==> src/rtl/switch_debounce.sv <==
// Per-channel synchronizer and debouncer for slide switches and push-buttons.
// Each channel accepts a new level only after it has been stable for STABLE_CYCLES clocks.
module switch_debounce #(
  parameter int WIDTH         = 4,
  parameter int SYNC_STAGES   = 2,
  parameter int STABLE_CYCLES = 1000000,
  parameter int CNT_W         = 20
) (
  input  logic             clk,
  input  logic             reset_n,
  input  logic [WIDTH-1:0] sw_raw,
  output logic [WIDTH-1:0] sw_clean,
  output logic [WIDTH-1:0] rise,
  output logic [WIDTH-1:0] fall
);

  typedef enum logic [1:0] {
    IDLE0,
    PEND1,
    IDLE1,
    PEND0
  } state_e;

  localparam logic [CNT_W-1:0] CNT_LAST = CNT_W'(STABLE_CYCLES - 1);

  for (genvar i = 0; i < WIDTH; i++) begin : g_chan
    logic [SYNC_STAGES-1:0] sync_q;
    logic                   s;
    state_e                 state_q;
    logic [CNT_W-1:0]       cnt_q;
    logic                   clean_q;
    logic                   rise_q;
    logic                   fall_q;

    // Plain flop chain, nothing between stages, so metastability can settle.
    always_ff @(posedge clk or negedge reset_n) begin
      if (!reset_n) begin
        sync_q <= '0;
      end else begin
        sync_q <= {sync_q[SYNC_STAGES-2:0], sw_raw[i]};
      end
    end

    assign s = sync_q[SYNC_STAGES-1];

    always_ff @(posedge clk or negedge reset_n) begin
      if (!reset_n) begin
        state_q <= IDLE0;
        cnt_q   <= '0;
        clean_q <= 1'b0;
        rise_q  <= 1'b0;
        fall_q  <= 1'b0;
      end else begin
        rise_q <= 1'b0;
        fall_q <= 1'b0;
        case (state_q)
          IDLE0: begin
            if (s) begin
              state_q <= PEND1;
              cnt_q   <= CNT_W'(1);
            end
          end
          PEND1: begin
            if (!s) begin
              state_q <= IDLE0;
              cnt_q   <= '0;
            end else if (cnt_q == CNT_LAST) begin
              state_q <= IDLE1;
              cnt_q   <= '0;
              clean_q <= 1'b1;
              rise_q  <= 1'b1;
            end else begin
              cnt_q <= cnt_q + 1'b1;
            end
          end
          IDLE1: begin
            if (!s) begin
              state_q <= PEND0;
              cnt_q   <= CNT_W'(1);
            end
          end
          PEND0: begin
            // A bounce back to 1 discards all progress toward the 0 level.
            if (s) begin
              state_q <= IDLE1;
              cnt_q   <= '0;
            end else if (cnt_q == CNT_LAST) begin
              state_q <= IDLE0;
              cnt_q   <= '0;
              clean_q <= 1'b0;
              fall_q  <= 1'b1;
            end else begin
              cnt_q <= cnt_q + 1'b1;
            end
          end
          default: begin
            state_q <= IDLE0;
            cnt_q   <= '0;
          end
        endcase
      end
    end

    assign sw_clean[i] = clean_q;
    assign rise[i]     = rise_q;
    assign fall[i]     = fall_q;
  end

endmodule
==> config.mk <==
export PLATFORM = sky130hd
export DESIGN_NAME = switch_debounce
export DESIGN_NICKNAME = d
export VERILOG_FILES = /design/src/rtl/switch_debounce.sv
export SDC_FILE = /design/constraint.sdc
export NUM_CORES = 1
export LEC_CHECK = 0
export ABC_AREA = 1
export CAP_MARGIN = 20
export CORE_MARGIN = 1
export CORE_UTILIZATION = 45
export CTS_CLUSTER_SIZE = 30
export DETAILED_ROUTE_END_ITERATION = 10
export GPL_TIMING_DRIVEN = 0
export PLACE_DENSITY_LB_ADDON = 0.1
export SYNTH_ARGS = -nofsm -noshare
export SYNTH_HDL_FRONTEND = slang
export SYNTH_SLANG_ARGS = --single-unit
==> constraint.sdc <==
create_clock -name clk -period 2.2 [get_ports clk]
set_input_delay 0.33 -clock clk [delete_from_list [all_inputs] [get_ports clk]]
set_output_delay 0.33 -clock clk [all_outputs]
set_load 0.1 [all_outputs]
# Word-level counts from Yosys, hierarchy flattened
# Cells that the tools add are included.
[totals] regBits=108 input_bits=6 word_cells=188 output_inout_bits=12
[op_classes] n_reduce_logical=20 muxes=92 n_addsub=4 n_eq_ne=48
[ops] cell="2-to-1 mux 20 bit" count=20
[ops] cell="case mux 20 bit (4 select lines)" count=4
[ops] cell="adder 20 x 1 -> 20 bit, second input constant" count=4
[ops] cell="== test 20 bit, second input constant" count=4
[ops] cell="2-to-1 mux 2 bit" count=24
[ops] cell="inequality test 2 bit, second input constant" count=24
[ops] cell="2-to-1 mux 1 bit" count=36
[ops] cell="case mux 2 bit (4 select lines)" count=4
[ops] cell="inequality test 3 bit, second input constant" count=8
[ops] cell="AND reduction 5 bit" count=4
[ops] cell="== test 2 bit, second input constant" count=8
[ops] cell="AND reduction 4 bit" count=4
[ops] cell="== test 2 x 1 -> 1 bit, second input constant" count=4
[ops] cell="logical NOT 2 bit" count=4
[ops] cell="case mux 1 bit (2 select lines)" count=4
[ops] cell="AND reduction 2 bit" count=4
[ops] cell="nonzero test 2 bit" count=4

# Logic depth before layout (Yosys ltp)
# Gate-level depths: netlist of the first run.
[logic_depth] depth_word=4 ltp_mapped=12 depth_no_buf=12

# Least setup slack after synthesis of the first run
# Ideal clock, no wire load.
[synth_path] kind="flip-flop to flip-flop" start="register g_chan[0].cnt_q[0]" end="register g_chan[0].cnt_q[12]" period_less_slack_ns=1.500 setup_time_ns=0.127 arrival_time_ns=1.373 required_time_ns=2.073 n_path_buf=0 slack_ns=0.700 stages_incl_launch_ff=9 cell_sequence="dfrtp_1 ha_1 nand3_1 nor2_1 nand3_1 nand2_2 nand2_2 inv_1 nor3_1"
[synth_between] elab_chain_cells=4 elab_cells_between_ends=6 classes_between="add/sub: 1; eq/ne: 1; mux: 4"
[synth_rtl] item="start, declared" line_no="30" rtl="logic [CNT_W-1:0] cnt_q;"
[synth_rtl] item="start signal, assigned" line_no="73" rtl="cnt_q <= cnt_q + 1'b1;"
[synth_rtl] item="start signal, assigned" line_no="93" rtl="cnt_q <= cnt_q + 1'b1;"
[synth_rtl] item="adder 20 x 1 -> 20 bit / == test 20 bit (equally long branches)"
[synth_rtl] item="2-to-1 mux 20 bit (*)" line_no="67, 87"
[synth_rtl] item="2-to-1 mux 20 bit, on equally long branches" line_no="84, 64"
[synth_rtl] item="case mux 20 bit (4 select lines) (*)" line_no="56" rtl="case (state_q)"
# Every way passes the cells marked *; elsewhere a longest branch is shown, timed or not.
# A chain may end at the register's enable or synchronous reset.

# Worst setup path after layout of the first run
# Same ends and word-level chain as after synthesis.

==> results of run 1 <==
-- worst max-delay path: cells and delay by family, from the launching register on --
kind / cells / cell delay, ps
buf+inv: 1 / 260
simple gates: 6 / 1020
flops: 1 / 370
fa+ha+maj: 1 / 200
-- power by group --
group	leakage (nW)	switching, W	internal, W
clock	0.140	0.000735	0.000919
combinational	1.57	0.000380	0.000157
sequential	1.47	0.0000600	0.00206
-- synth_stat cells, drive strengths merged --
| cell type | n |
|---|---|
| o21ai | 28 |
| xor2 | 28 |
| nor3 | 42 |
| xnor2 | 4 |
| o311ai | 1 |
| o22ai | 3 |
| nor2 | 141 |
| o31ai | 1 |
| o211ai | 3 |
| o21bai | 1 |
| a21oi | 21 |
| nand2 | 176 |
| or2 | 2 |
| ha | 4 |
| a31oi | 3 |
| nand3 | 64 |
| inv | 128 |
| nand4 | 36 |
| buf | 18 |
| dfrtp | 108 |
| nor4 | 4 |
-- how the worst max path moves through the flow --
stage	start	endpoint	slack, ps	cells past startpoint
3_3_place_gp	reset_n	g_chan[1].cnt_q[14]	-3370	1
5_1_grt	g_chan[2].cnt_q[0]	g_chan[2].rise_q	0.9	9
6_report	g_chan[0].cnt_q[0]	g_chan[0].cnt_q[12]	210	8
4_1_cts	g_chan[0].clean_q	sw_clean[0]	190	2
3_5_place_dp	g_chan[0].cnt_q[0]	g_chan[0].cnt_q[12]	230	8
2_1_floorplan	g_chan[0].cnt_q[0]	g_chan[0].cnt_q[12]	700	8
-- cells by family after synthesis --
logic type | count (synthesis) | share of synthesized area (%)
simple gates | 465 | 34.1
buf+inv | 146 | 10.2
fa+ha+maj | 4 | 0.827
compound gates | 61 | 5.44
xor+xnor | 32 | 4.75
flops | 108 | 44.6
-- sequential cells by signal, summed over array words and instances (netlist names), named ones only --
| name | count |
|---|---|
| g_chan.clean_q | 4 |
| g_chan.fall_q | 4 |
| g_chan.cnt_q | 80 |
| g_chan.state_q | 4 |
| g_chan.sync_q | 8 |
| g_chan.rise_q | 4 |
-- per-stage QoR --
stage / TNS (ps) / worst slack (ps)
2_1_floorplan: 0 / 700
3_3_place_gp: -362980 / -3370
3_5_place_dp: 0 / 232
4_1_cts: 0 / 194
5_1_grt: 0 / 0.881
6_report: 0 / 212
-- layout make-up --
class	count	share of cell area, %
multi-input combinational	562	40.4
sequential	108	40.0
inverter	128	7.11
clock buffer	13	3.70
tap	176	3.26
timing repair buffer	19	2.81
buffer	18	2.04
clock inverter	3	0.685
-- layer usage --
metal	routed length [um]	up-vias	GRT usage (%)
met3	384	12	4.65
met5	0	-	0
li1	-	2651	-
met1	6280	2397	27.2
met2	6050	69	32.9
met4	139	0	4.97
-- timing repair --
action                     4_1_cts  5_1_grt
setup endpoints to repair       12        0
resized for setup               12        0
hold buffers                     1        0
hold endpoints to repair        36        0
==> key figures, run 1 <==
Layout
  • Fin nets: 856
  • Fillers: 1,299
  • Commonest non-fill, non-tap cell in the layout: nand2_1
  • Final core occ: 51.3%
  • Storage cell area: 0.00270 mm2
  • Layout Cells excl Fill: 1,027
  • Fraction of layout cells with a size suffix above 1: 6.58%
  • Design area: 0.00676 mm2
  • Ant diodes: 0
  • Area added between synthesis and finish: 11.7%
  • Most frequent cells in the layout: 168 x nand2_1, 134 x nor2_1, 126 x inv_1, 108 x dfrtp_1, 63 x nand3_1
  • Multi-input gate area: 0.00273 mm2

Floorplan
  • Total die area: 0.0139 mm2
  • Chip width: 118 um
  • Initial Util: 45.9%
  • Row count: 42
  • Die Ht: 118 um
  • Core Box Area: 0.0132 mm2
  • IO Count: 18

STA
  • Final setup fails: 0
  • Hold WS: 352 ps
  • Clock skew: 6.40 ps
  • Unrepaired setup endpoints after global routing: no
  • Slew Limit Fails: 0
  • Slew margin rel.: 36.4%
  • Crit share post-route: 90.3%
  • Fmax achieved: 503 MHz
  • Final min period: 1990 ps
  • Final Hold Fails: 0
  • Worst-Margin Slew: 957 ps

Global route
  • Vias in the first global route: 4,993
  • Grt total ovfl: 0
  • Global-route wire length before repair: 22.9 mm
  • Largest net degree at the start of global routing: 73
  • Initial antenna violation count: 0
  • GR Util All Layers: 20.2%

Worst setup path
  • Reg2Reg Depth: 8
  • Worst reg2reg setup slack: 210 ps
  • Reg2reg end: g_chan[0].cnt_q[12]
  • Worst path cell trace: ha_1 > nand3_1 > nor2_1 > nand3_1 > nand2_2 > nand2_2 > inv_1 > nor3_1
  • Worst Path Max Fanout: 8
  • Largest stage delay, worst path: 370 ps
  • Worst Setup End Kind: flip-flop
  • CP Class: reg -> reg
  • CP Launch Type: flip-flop
  • CP Data Arrival Time: 2210 ps
  • Launch point of the worst reg-to-reg path: g_chan[0].cnt_q[0]
  • Worst Path Required: 2430 ps
  • Slowest cell on the critical path: dfrtp_1

Clock network
  • Post-CTS Setup Inserts: 0
  • Htree depth: 3
  • Clock sink count: 108
  • Deepest clock path buffer count: 2
  • CTS Buf Count: 9
  • CTS tree: yes
  • CTS root buffer: clkbuf_16
  • CTS clk-pin slew, worst paths: 70 ps
  • Worst-Skew Late Latency: 350 ps

Yosys
  • Syn_area_per_cell: 7.42 um2
  • Largest cells by area after synthesis: dfrtp_1 45%, nand2_1 10%, nor2_1 8.3%, inv_1 7.8%, nand3_1 5.2%
  • Syn Std Cell Area: 0.00605 mm2
  • Area leader, netlist: dfrtp_1
  • Synth Net Count: 826
  • Post-synthesis sequential area ratio: 44.6%
  • Synth warnings: 0
  • Cells after synthesis: 816
  • Library cells used by synthesis: 33
  • Area share of the leading cell type in the synthesized netlist: 44.6%
  • Register bit total from synthesis: 108

Routing
  • WL/cell: 12.5 um
  • Pre-antenna DRT Iters: 7
  • Avg Vias per Cell: 4.99
  • Total number of vias: 5,129
  • WL final: 12.9 mm
  • Post-DRT Antenna Nets: 0
  • Iter 0 DRT Violations: 326
  • # DRC: 0

Pwr
  • Total Power: 0.00431 W
  • LEAKAGE: 3.18 nW
  • Peak supply drop: 0.000371 V
  • Pwr dens: 637 mW/mm2

Min path
  • Hold path start: g_chan[1].sync_q[0]
  • Worst hold stages: 0
  • Worst Hold Class: reg -> reg
  • Hold Path End: g_chan[1].sync_q[1]

Place
  • Port-buffer cells: 17
  • Cells after DPL: 1,010
  • Placed cell area: 0.00647 mm2
  • Hpwl dp: 9.55 mm
  • RePlAce Congestion: 0.896

Run status
  • Status: finished clean

Flow run
  • Count of max-cap constraint violations: 0
No activity file was read; power rests on OpenSTA's default activity.
==> run 2: changes to the inputs <==
CORE_MARGIN = default   (was 1)
MAX_ROUTING_LAYER = met4   (was default)
==> run 2 against run 1 <==
Die area unchanged. First-iteration DRC count increased by 15%. Sequential cell count unchanged. Largest power group unchanged. Non-clock buffer count unchanged. Worst setup slack improved by 13 ps. Clock-buffer cell count decreased by 4. Cell area increased by 0.30%. Final cell count about the same. Maximum frequency increased by 0.68%. Via count increased by 0.39%. Critical path depth decreased by 6.
==> key figures, run 2 (same netlist as run 1, synthesis figures left out) <==
Run status
  • Status: finished clean

Floorplan
  • Die Ht: 118 um
  • IO Count: 18
  • Chip width: 118 um
  • Initial Util: 45.9%
  • Total die area: 0.0139 mm2
  • Core Box Area: 0.0132 mm2
  • Row count: 42

Routing
  • Avg Vias per Cell: 5.02
  • WL/cell: 12.2 um
  • Pre-antenna DRT Iters: 5
  • Total number of vias: 5,149
  • WL final: 12.6 mm
  • Iter 0 DRT Violations: 374
  • Post-DRT Antenna Nets: 0
  • # DRC: 0

Layout
  • Fin nets: 856
  • Most frequent cells in the layout: 168 x nand2_1, 133 x nor2_1, 126 x inv_1, 108 x dfrtp_1, 63 x nand3_1
  • Storage cell area: 0.00270 mm2
  • Biggest regs: g_chan.cnt_q (80), g_chan.sync_q (8)
  • Final core occ: 51.4%
  • Design area: 0.00678 mm2
  • Ant diodes: 0
  • Top reg by flops: g_chan.cnt_q
  • Multi-input gate area: 0.00274 mm2
  • Fraction of layout cells with a size suffix above 1: 6.94%
  • Commonest non-fill, non-tap cell in the layout: nand2_1
  • Layout Cells excl Fill: 1,026
  • Fillers: 1,328
  • Flip-flop count of the largest register after layout: 80
  • Area added between synthesis and finish: 12.0%

Pwr
  • LEAKAGE: 3.19 nW
  • Pwr dens: 649 mW/mm2
  • Switching share of power: 27.1%
  • Internal: 0.00321 W
  • Net Sw Power: 0.00119 W
  • Clock power share: 39.7%
  • Sequential Power Share: 48.1%
  • Peak supply drop: 0.000420 V
  • Combinational Power Share: 12.2%

Worst setup path
  • CP Class: reg -> out
  • Reg2Reg Depth: 9
  • Largest stage delay, worst path: 840 ps
  • CP Buf/Inv Count: 2
  • Launch point of the worst reg-to-reg path: g_chan[2].cnt_q[0]
  • Worst Path Max Fanout: 2
  • CP Launch Type: flip-flop
  • Slowest cell on the critical path: dlygate4sd2_1
  • Reg2reg end: g_chan[2].clean_q
  • Worst Setup End Kind: output pin
  • Worst path cell trace: buf_4 > dlygate4sd2_1
  • CP Data Arrival Time: 1640 ps
  • Delay-heaviest family, CP: buffers and inverters
  • Worst reg2reg setup slack: 290 ps
  • Worst Path Required: 1870 ps

Min path
  • Hold Path End: g_chan[2].sync_q[1]
  • Worst hold stages: 0
  • Worst Hold Class: reg -> reg
  • Hold path start: g_chan[2].sync_q[0]

STA
  • Fmax achieved: 507 MHz
  • Final setup fails: 0
  • Final min period: 1970 ps
  • Crit share post-route: 89.7%
  • Unrepaired setup endpoints after global routing: no
  • Final Hold Fails: 0
  • Clock skew: 5.75 ps
  • Worst-Margin Slew: 960 ps
  • Slew margin rel.: 36.2%
  • Slew Limit Fails: 0

Global route
  • GR Util All Layers: 20.7%
  • Vias in the first global route: 4,969
  • Initial antenna violation count: 0
  • Global-route wire length before repair: 22.6 mm
  • Largest net degree at the start of global routing: 73
  • Grt total ovfl: 0

Clock network
  • CTS Buf Count: 9
  • Deepest clock path buffer count: 2
  • Htree depth: 3
  • CTS clk-pin slew, worst paths: 70 ps
  • Worst-Skew Late Latency: 350 ps
  • Post-CTS Setup Inserts: 0
  • CTS root buffer: clkbuf_16
  • CTS tree: yes
  • Clock sink count: 108

Place
  • Port-buffer cells: 17
  • Cells after DPL: 1,010
  • Placed cell area: 0.00647 mm2
  • RePlAce Congestion: 0.904
  • Hpwl dp: 9.36 mm

Flow run
  • Count of max-cap constraint violations: 0
## run 2: cell count changes in the layout (fill, tap and decap cells not counted), sizes merged
cell | previous run | this run
inv | 128 | 129
bufinv | 1 | 2
clkbuf | 13 | 9
clkinvlp | 1 | 2
## run 2: layout make-up
| cell class | instances | share of cell area [%] |
|---|---|---|
| multi-input combinational | 562 | 40.4 |
| timing repair buffer | 19 | 2.80 |
| sequential | 108 | 39.9 |
| clock buffer | 9 | 3.32 |
| buffer | 18 | 2.03 |
| clock inverter | 6 | 1.31 |
| inverter | 128 | 7.08 |
| tap | 176 | 3.25 |
## run 2: timing repair
item,CTS,global route
endpoints found under the hold margin,36,0
gates cloned,0,0
resized for setup,12,1
hold buffers,1,0
setup endpoints to repair,12,2
## run 2: routing by layer
metal / vias to the layer above / share of wire (%) / global-route usage, % / routed length [um]
met2: 85 / 47 / 32.2 / 5890
met4: 0 / 1.0 / 5.61 / 125
met3: 13 / 3.8 / 4.70 / 478
li1: 2656 / - / - / -
met5: - / 0 / - / 0
met1: 2395 / 48 / 27.2 / 6060
## run 2: worst max-delay path by stage
stage                       startpoint                   to  slack, ps  depth (start not counted)
detailed placement  g_chan[0].cnt_q[0]  g_chan[0].cnt_q[12]        230                          8
CTS                 g_chan[0].cnt_q[0]  g_chan[0].cnt_q[12]        190                          8
floorplan           g_chan[0].cnt_q[0]  g_chan[0].cnt_q[12]        700                          8
global route        g_chan[2].cnt_q[0]    g_chan[2].clean_q         20                          9
global placement               reset_n    g_chan[1].clean_q      -3400                          1
finish               g_chan[0].clean_q          sw_clean[0]        230                          2
## run 2: metrics by stage
step,hold WS [ps],power [W],setup WS [ps],TNS [ps]
floorplan,34.4,0.00251,700,0
global placement,333,0.00268,-3400,-366630
detailed placement,335,0.00269,225,0
CTS,350,0.00446,188,0
global route,360,0.00462,20.2,0
finish,346,0.00440,226,0
## run 2: power groups by stage
stage	Combinational, W	Clock (W)	Sequential (W)
6_report	0.000536	0.00175	0.00212
5_1_grt	0.000619	0.00187	0.00213
4_1_cts	0.000543	0.00180	0.00212
3_5_place_dp	0.000539	0	0.00216
3_3_place_gp	0.000525	0	0.00215
2_1_floorplan	0.000367	0	0.00214
